### config.mk
export PLATFORM = sky130hd
export DESIGN_NAME = branch_predictor
export DESIGN_NICKNAME = d
export VERILOG_FILES = /design/src/rtl/aww_types_pkg.sv /design/src/rtl/branch_predictor_sat_counter.sv /design/src/rtl/branch_predictor.sv
export SDC_FILE = /design/constraint.sdc
export NUM_CORES = 1
export LEC_CHECK = 0
export ABC_AREA = 1
export ABC_CLOCK_PERIOD_IN_PS = 4500
export CAP_MARGIN = 15
export CELL_PAD_IN_SITES_DETAIL_PLACEMENT = 1
export CELL_PAD_IN_SITES_GLOBAL_PLACEMENT = 2
export CORE_ASPECT_RATIO = 0.75
export CORE_UTILIZATION = 40
export CTS_BUF_LIST = sky130_fd_sc_hd__clkbuf_16
export DETAILED_ROUTE_END_ITERATION = 10
export PLACE_DENSITY_LB_ADDON = 0.1
export SYNTH_ARGS = -nofsm -noshare
export SYNTH_HDL_FRONTEND = slang
export SYNTH_SLANG_ARGS = --single-unit
### constraint.sdc
create_clock -name CLK -period 4.5 [get_ports CLK]
set_input_delay 0.675 -clock CLK [delete_from_list [all_inputs] [get_ports CLK]]
set_output_delay 0.675 -clock CLK [all_outputs]
set_load 0.01 [all_outputs]
### src/rtl/aww_types_pkg.sv
// Shared types and defaults for the branch predictor slice.
// The BTB entry layout depends on module parameters, so btb_entry_t is declared inside branch_predictor.
package aww_types_pkg;

    localparam int BP_ENTRIES_DEFAULT = 16;
    localparam int BP_CTR_W_DEFAULT   = 2;
    localparam int BP_WORD_W_DEFAULT  = 32;

    // Weakly-taken counter value for a freshly allocated entry: MSB set, rest clear.
    function automatic int unsigned bp_weak_taken(input int unsigned ctr_w);
        return 32'd1 << (ctr_w - 32'd1);
    endfunction

endpackage

### src/rtl/branch_predictor_sat_counter.sv
// Combinational saturating up/down counter next-value used on the BTB update path.
module bp_sat_counter #(
    parameter int CTR_W = 2
) (
    input  logic [CTR_W-1:0] ctr,
    input  logic             inc,
    output logic [CTR_W-1:0] ctr_next
);

    localparam logic [CTR_W-1:0] CTR_ONE = CTR_W'(1);
    localparam logic [CTR_W-1:0] CTR_MAX = {CTR_W{1'b1}};
    localparam logic [CTR_W-1:0] CTR_MIN = {CTR_W{1'b0}};

    // Step toward the outcome, holding at either rail.
    always_comb begin
        ctr_next = ctr;
        if (inc) begin
            if (ctr != CTR_MAX) begin
                ctr_next = ctr + CTR_ONE;
            end else begin
                ctr_next = CTR_MAX;
            end
        end else begin
            if (ctr != CTR_MIN) begin
                ctr_next = ctr - CTR_ONE;
            end else begin
                ctr_next = CTR_MIN;
            end
        end
    end

endmodule

### src/rtl/branch_predictor.sv
// Branch target buffer with saturating direction counters: combinational IF lookup, EX-stage training.
// Optional statistics ports/counters are built when BRANCH_PREDICTOR_STATS_EN is defined.
module branch_predictor
    import aww_types_pkg::*;
#(
    parameter int ENTRIES = BP_ENTRIES_DEFAULT,
    parameter int WORD_W  = BP_WORD_W_DEFAULT,
    parameter int CTR_W   = BP_CTR_W_DEFAULT
) (
    input  logic              CLK,
    input  logic              nRST,
    input  logic [WORD_W-1:0] lookup_pc,
    output logic              pred_hit,
    output logic              pred_taken,
    output logic [WORD_W-1:0] pred_target,
    input  logic              upd_valid,
    input  logic [WORD_W-1:0] upd_pc,
    input  logic              upd_taken,
    input  logic [WORD_W-1:0] upd_target,
    input  logic              upd_mispredict,
`ifdef BRANCH_PREDICTOR_STATS_EN
    input  logic              lookup_en,
    output logic [31:0]       stat_lookups,
    output logic [31:0]       stat_updates,
    output logic [31:0]       stat_mispredicts,
`endif
    input  logic              bp_clear
);

    localparam int IDX_W = $clog2(ENTRIES);
    localparam int TAG_W = WORD_W - IDX_W - 2;
    localparam logic [CTR_W-1:0] CTR_WEAK_TAKEN = CTR_W'(bp_weak_taken(CTR_W));

    typedef struct packed {
        logic              valid;
        logic [TAG_W-1:0]  tag;
        logic [WORD_W-1:0] target;
        logic [CTR_W-1:0]  ctr;
    } btb_entry_t;

    btb_entry_t btb_r [ENTRIES];

    logic [IDX_W-1:0] lk_idx_s;
    logic [TAG_W-1:0] lk_tag_s;
    btb_entry_t       lk_entry_s;
    logic [IDX_W-1:0] up_idx_s;
    logic [TAG_W-1:0] up_tag_s;
    btb_entry_t       up_entry_s;
    logic             up_hit_s;
    logic [CTR_W-1:0] ctr_next_s;
    logic             wr_en_s;
    btb_entry_t       wr_entry_s;
    logic             unused_s;

    // Byte offset bits never participate in indexing or tagging.
    assign unused_s = ^{lookup_pc[1:0], upd_pc[1:0], upd_mispredict};

    // Fetch-side lookup reads the array directly; a same-cycle write is not bypassed.
    always_comb begin
        lk_idx_s    = lookup_pc[IDX_W+1:2];
        lk_tag_s    = lookup_pc[WORD_W-1:IDX_W+2];
        lk_entry_s  = btb_r[lk_idx_s];
        pred_hit    = lk_entry_s.valid && (lk_entry_s.tag == lk_tag_s);
        pred_taken  = pred_hit && lk_entry_s.ctr[CTR_W-1];
        if (pred_hit) begin
            pred_target = lk_entry_s.target;
        end else begin
            pred_target = {WORD_W{1'b0}};
        end
    end

    bp_sat_counter #(.CTR_W(CTR_W)) u_sat_counter (
        .ctr      (up_entry_s.ctr),
        .inc      (upd_taken),
        .ctr_next (ctr_next_s)
    );

    // Build the single write for a resolved branch: train on hit, allocate on taken miss.
    always_comb begin
        up_idx_s   = upd_pc[IDX_W+1:2];
        up_tag_s   = upd_pc[WORD_W-1:IDX_W+2];
        up_entry_s = btb_r[up_idx_s];
        up_hit_s   = up_entry_s.valid && (up_entry_s.tag == up_tag_s);
        wr_en_s    = 1'b0;
        wr_entry_s = up_entry_s;
        if (upd_valid) begin
            if (up_hit_s) begin
                wr_en_s        = 1'b1;
                wr_entry_s.ctr = ctr_next_s;
                if (upd_taken) begin
                    wr_entry_s.target = upd_target;
                end else begin
                    wr_entry_s.target = up_entry_s.target;
                end
            end else if (upd_taken) begin
                wr_en_s           = 1'b1;
                wr_entry_s.valid  = 1'b1;
                wr_entry_s.tag    = up_tag_s;
                wr_entry_s.target = upd_target;
                wr_entry_s.ctr    = CTR_WEAK_TAKEN;
            end else begin
                wr_en_s = 1'b0;
            end
        end else begin
            wr_en_s = 1'b0;
        end
    end

    // Entry array: reset and clear only drop valid bits; clear beats a same-cycle update.
    always_ff @(posedge CLK) begin
        if (!nRST) begin
            for (int i = 0; i < ENTRIES; i++) begin
                btb_r[i].valid <= 1'b0;
            end
        end else if (bp_clear) begin
            for (int i = 0; i < ENTRIES; i++) begin
                btb_r[i].valid <= 1'b0;
            end
        end else if (wr_en_s) begin
            btb_r[up_idx_s] <= wr_entry_s;
        end
    end

`ifdef BRANCH_PREDICTOR_STATS_EN
    logic [31:0] stat_lookups_r;
    logic [31:0] stat_updates_r;
    logic [31:0] stat_mispredicts_r;

    // Free-running event counters; updates dropped by bp_clear still count.
    always_ff @(posedge CLK) begin
        if (!nRST) begin
            stat_lookups_r     <= 32'd0;
            stat_updates_r     <= 32'd0;
            stat_mispredicts_r <= 32'd0;
        end else begin
            if (lookup_en) begin
                stat_lookups_r <= stat_lookups_r + 32'd1;
            end
            if (upd_valid) begin
                stat_updates_r <= stat_updates_r + 32'd1;
            end
            if (upd_valid && upd_mispredict) begin
                stat_mispredicts_r <= stat_mispredicts_r + 32'd1;
            end
        end
    end

    assign stat_lookups     = stat_lookups_r;
    assign stat_updates     = stat_updates_r;
    assign stat_mispredicts = stat_mispredicts_r;
`endif

endmodule

==> impl_results.html <==
<table>
<tr><th>Metric</th><th>Value</th></tr>
<tr><th colspan="2">Status</th></tr>
<tr><td>Result of the run</td><td>finished clean</td></tr>
<tr><th colspan="2">Synth</th></tr>
<tr><td>Mapped Cells</td><td>4788</td></tr>
<tr><td>Count of state elements after synthesis</td><td>976</td></tr>
<tr><td>Cell with the most instances after synthesis</td><td>nand2_1</td></tr>
<tr><td>Post-synthesis average cell area</td><td>9.82 µm²</td></tr>
<tr><td>Syn. warnings</td><td>0</td></tr>
<tr><td>Commonest cells in the synthesized netlist</td><td>nand2_1, edfxtp_1, o21ai_0, nor2_1, a21oi_1</td></tr>
<tr><td>Asr flop ratio synth</td><td>0%</td></tr>
<tr><td>Post-synthesis cell type with the largest combined area</td><td>edfxtp_1</td></tr>
<tr><td>Share of Yosys cell area claimed by the top area cell type</td><td>61.8%</td></tr>
<tr><td>Biggest area contributors in the synthesized netlist</td><td>edfxtp_1, nand2_1, o21ai_0</td></tr>
<tr><td>Synth Flop Type</td><td>edfxtp_1</td></tr>
<tr><td>Number of distinct library cell variants in the gate-level netlist after synthesis</td><td>41</td></tr>
<tr><td>Synthesized netlist net count</td><td>4890</td></tr>
<tr><td>Register area share after synthesis</td><td>62.2%</td></tr>
<tr><td>Post-synth EDFFs</td><td>967</td></tr>
<tr><td>Total standard cell area after synthesis</td><td>47000 µm²</td></tr>
<tr><th colspan="2">Worst setup path</th></tr>
<tr><td>Kind of launch point of the worst setup path</td><td>input pin</td></tr>
<tr><td>Worst setup path class</td><td>in -&gt; out</td></tr>
<tr><td>Family with the most delay on the worst path</td><td>buffers and inverters</td></tr>
<tr><td>Number of buffer and inverter stages on the critical path</td><td>6</td></tr>
<tr><td>Cell count of the worst reg-to-reg path</td><td>19</td></tr>
<tr><td>Critical path capture point</td><td>pred_target[17]</td></tr>
<tr><td>Biggest fanout along the worst timing path</td><td>80</td></tr>
<tr><td>Required time at the worst-slack endpoint</td><td>3.83 ns</td></tr>
<tr><td>Start point of the critical path</td><td>lookup_pc[2]</td></tr>
<tr><td>Cell type of the slowest stage on the worst timing path</td><td>clkdlybuf4s50_1</td></tr>
<tr><td>FF-to-FF setup slack</td><td>1.07 ns</td></tr>
<tr><td>Critical Path, Cell by Cell</td><td>buf_8, inv_12, buf_12, buf_12, buf_12, nand2_1, a221oi_1, nor2_1, nand2_1, o31ai_1, nor3_1, clkdlybuf4s50_1</td></tr>
<tr><td>Endpoint of the worst-slack reg-to-reg timing path</td><td>btb_r[10][45]$_DFFE_PP_</td></tr>
<tr><td>Critical path endpoint category</td><td>output port</td></tr>
<tr><td>Reg2reg start</td><td>btb_r[12][41]$_DFFE_PP_</td></tr>
<tr><td>Critical Path Most Common Cell</td><td>buf_12</td></tr>
<tr><td>Maximum cell stage delay along the critical path</td><td>0.57 ns</td></tr>
<tr><td>Crit path DAT</td><td>3.68 ns</td></tr>
<tr><td>Total stage count of the critical path</td><td>12</td></tr>
<tr><th colspan="2">Detailed routing</th></tr>
<tr><td>Post-detailed-route via-to-cell ratio</td><td>5.95</td></tr>
<tr><td>Sum of routed wire segments on met1</td><td>84.7 mm</td></tr>
<tr><td>Per-cell routed wire length</td><td>28.0 µm</td></tr>
<tr><td>1st-iter DRT viols</td><td>3558</td></tr>
<tr><td>Routed length on met3</td><td>12.3 mm</td></tr>
<tr><td>Sum of routed wire length over all layers</td><td>186 mm</td></tr>
<tr><td>Max Used Layer</td><td>met4</td></tr>
<tr><td>Number of iterations in the first detailed-routing pass</td><td>5</td></tr>
<tr><td>Antenna viol nets, final</td><td>0</td></tr>
<tr><td>Vias</td><td>39600</td></tr>
<tr><td>Metal2 WL</td><td>85.2 mm</td></tr>
<tr><td>DRC viols</td><td>0</td></tr>
<tr><th colspan="2">Timing</th></tr>
<tr><td>Number of endpoints failing setup at the final stage</td><td>0</td></tr>
<tr><td>Final-report hold violation count</td><td>0</td></tr>
<tr><td>Fraction of the cycle the final worst path needs</td><td>96.8%</td></tr>
<tr><td>Unrepaired setup endpoints after global routing</td><td>false</td></tr>
<tr><td>Worst relative slew slack</td><td>32.9%</td></tr>
<tr><td>FMAX</td><td>0.230 GHz</td></tr>
<tr><td>Time the final worst path needs with I/O delays and setup</td><td>4.36 ns</td></tr>
<tr><td>Worst clock skew</td><td>0.0450 ns</td></tr>
<tr><td>Post-route worst setup slack</td><td>0.143 ns</td></tr>
<tr><td>Pin slew with the least headroom to its limit</td><td>1.01 ns</td></tr>
<tr><td>Final Max Tran Viols</td><td>0</td></tr>
<tr><th colspan="2">Placed design</th></tr>
<tr><td>Worst slack after detailed placement</td><td>-0.0863 ns</td></tr>
<tr><td>Placer Congestion</td><td>0.824</td></tr>
<tr><td>Number of placed cells counting well taps</td><td>6461</td></tr>
<tr><td>Number of buffers added on ports</td><td>130</td></tr>
<tr><td>HPWL after DPL</td><td>113 mm</td></tr>
<tr><th colspan="2">Clock network</th></tr>
<tr><td>Level count of the clock H-tree</td><td>3</td></tr>
<tr><td>CTS tree</td><td>built</td></tr>
<tr><td>TritonCTS Buffers</td><td>102</td></tr>
<tr><td>CTS clk-pin slew, worst paths</td><td>0.06 ns</td></tr>
<tr><td>Root buf cell</td><td>clkbuf_16</td></tr>
<tr><td>Max Root-Sink Buffers</td><td>3</td></tr>
<tr><td>Clock latency on the worst-skew pair</td><td>0.72 ns</td></tr>
<tr><td>Clk sinks</td><td>976</td></tr>
<tr><th colspan="2">Cells and area</th></tr>
<tr><td>Area growth from synthesis to layout</td><td>20.3%</td></tr>
<tr><td>Top Registers</td><td>btb_r: 976 flops</td></tr>
<tr><td>Number of flip-flops in the largest register</td><td>976</td></tr>
<tr><td>Register with the most flip-flops</td><td>btb_r</td></tr>
<tr><td>Fraction of layout cells with a size suffix above 1</td><td>11.1%</td></tr>
<tr><td>Count of inserted antenna diode cells</td><td>0</td></tr>
<tr><td>Count of placed standard cells in the final layout, fillers left out</td><td>6647</td></tr>
<tr><td>Core utilization of the finished layout</td><td>48.7%</td></tr>
<tr><td>Net count of the finished layout</td><td>5131</td></tr>
<tr><th colspan="2">Global routing</th></tr>
<tr><td>GRT Resource Usage Total</td><td>30.8%</td></tr>
<tr><td>Via count of the first global-routing pass</td><td>39800</td></tr>
<tr><td>Total congestion overflow</td><td>0</td></tr>
<tr><td>Pin count of the biggest net entering global routing</td><td>116</td></tr>
<tr><td>Initial antenna violation count</td><td>2</td></tr>
<tr><td>Global-route wire length before repair</td><td>271 mm</td></tr>
<tr><th colspan="2">Worst hold path</th></tr>
<tr><td>Number of cells on the worst hold path</td><td>2</td></tr>
<tr><td>Hold Path Class</td><td>reg -&gt; reg</td></tr>
<tr><th colspan="2">Floorplanning</th></tr>
<tr><td>Std-Cell Core Area</td><td>116000 µm²</td></tr>
<tr><td>Die boundary width</td><td>398 µm</td></tr>
<tr><td>Area of the die</td><td>119000 µm²</td></tr>
<tr><td>Chip height</td><td>299 µm</td></tr>
<tr><td>Num ports</td><td>136</td></tr>
<tr><td>Initial standard-cell utilization of the core</td><td>40.5%</td></tr>
<tr><td>Floorplan row count</td><td>108</td></tr>
<tr><th colspan="2">Pwr</th></tr>
<tr><td>Switching component of the power</td><td>5.40 mW</td></tr>
<tr><td>Switching portion of total power</td><td>25.9%</td></tr>
<tr><td>Cell internal pwr</td><td>15.4 mW</td></tr>
<tr><td>Worst VDD drop</td><td>0.315 mV</td></tr>
<tr><td>Share of power burned in combinational logic</td><td>11.9%</td></tr>
<tr><td>Power share of the clock group</td><td>39.0%</td></tr>
<tr><td>Tot Pwr</td><td>20.8 mW</td></tr>
<tr><td>Total power divided by cell area</td><td>368 nW/µm²</td></tr>
<tr><td>Leak</td><td>20.8 nW</td></tr>
<tr><td>Sequential group share of total power</td><td>49.1%</td></tr>
<tr><th colspan="2">Flow run</th></tr>
<tr><td>Max Cap Violations</td><td>0</td></tr>
</table>
## area by class of cell
type                    instances  area (µm²)
clock buffers                 103        2580
repair buffers                499        5840
clock inverters                79         533
fillers                     12700       59500
inverters                     158         691
flip-flops and latches        976       29200
well taps                    1540        1930
multi-input cells            3292       15800
## layer usage
layer / track usage [%] / vias to the layer above
met5: 0 / -
met4: 7.77 / 0
met3: 3.89 / 253
met2: 48.4 / 1483
met1: 44.9 / 20100
li1: - / 17700
## worst register-to-register path: cells and delay by family (launching register included)
| family | cells | cell delay [ns] |
|---|---|---|
| DFF | 1 | 0.40 |
| and+or+nand+nor | 16 | 1.97 |
| buffers and inverters | 3 | 0.71 |
## layout by cell type (no fill, tap or decap), drive strengths merged
cell type      instances
nor3                  40
clkdlybuf4s50        119
inv                  187
o21a                   1
and2                   1
clkinvlp               2
o31ai                 33
a32o                   7
nor2                 351
buf                  371
nand3                149
nand4                 11
edfxtp               967
o211ai                66
a22oi                 16
clkinv                43
a21oi                320
xnor2                  5
o22ai                267
xor2                   4
bufinv                 5
nand2               1385
a221oi               125
o21bai                 8
o21ai                475
a32oi                  2
dlymetal6s2s           5
o211a                  7
clkbuf               107
a31oi                  3
o221ai                15
or2                    1
dfxtp                  9
## timing repair
| item | 4_1_cts | 5_1_grt |
|---|---|---|
| hold endpoints to repair | 0 | 0 |
| setup endpoints to repair | 0 | 34 |
| buffers inserted | 0 | 0 |
| hold buffers | 0 | 0 |
| resized for setup | 0 | 41 |
## through the flow
step                      setup TNS [ns]  hold WS [ns]  area, µm²
after detailed placement          -15.54         0.449      53200
after global routing                   0         0.489      56600
after global placement            -0.592         0.445      53200
final                                  0         0.459      56600
after floorplan                        0         0.426      47000
after CTS                              0         0.461      56300
## power groups by stage
stage          sequential [mW]  combinational (mW)  clock [mW]
6_report                  10.2                2.48        8.13
5_1_grt                   10.2                2.66        8.53
4_1_cts                   10.2                2.42        8.23
3_5_place_dp              10.4                2.41           0
3_3_place_gp              10.4                2.38           0
2_1_floorplan             10.4                1.22           0
## kinds of logic (layout without fill, tap and decap cells)
kind of cell    Yosys count  count (layout)  synth area share, %
simple gates           1938            1938                 16.2
compound gates         1345            1345                 17.0
flops                   976             976                 62.2
buf+inv                 520             839                 4.49
xor+xnor                  9               9                0.168
## how the worst min path moves through the flow
stage / slack, ns / endpoint / start
6_report: 0.46 / btb_r[1][60]$_DFF_P_ / btb_r[1][60]$_DFF_P_
5_1_grt: 0.49 / btb_r[1][60]$_DFF_P_ / btb_r[1][60]$_DFF_P_
4_1_cts: 0.46 / btb_r[1][60]$_DFF_P_ / btb_r[1][60]$_DFF_P_
3_5_place_dp: 0.45 / btb_r[1][60]$_DFF_P_ / btb_r[1][60]$_DFF_P_
3_3_place_gp: 0.45 / btb_r[7][60]$_DFF_P_ / btb_r[7][60]$_DFF_P_
2_1_floorplan: 0.43 / btb_r[7][60]$_DFF_P_ / btb_r[7][60]$_DFF_P_
No activity file was read; power rests on OpenSTA's default activity.
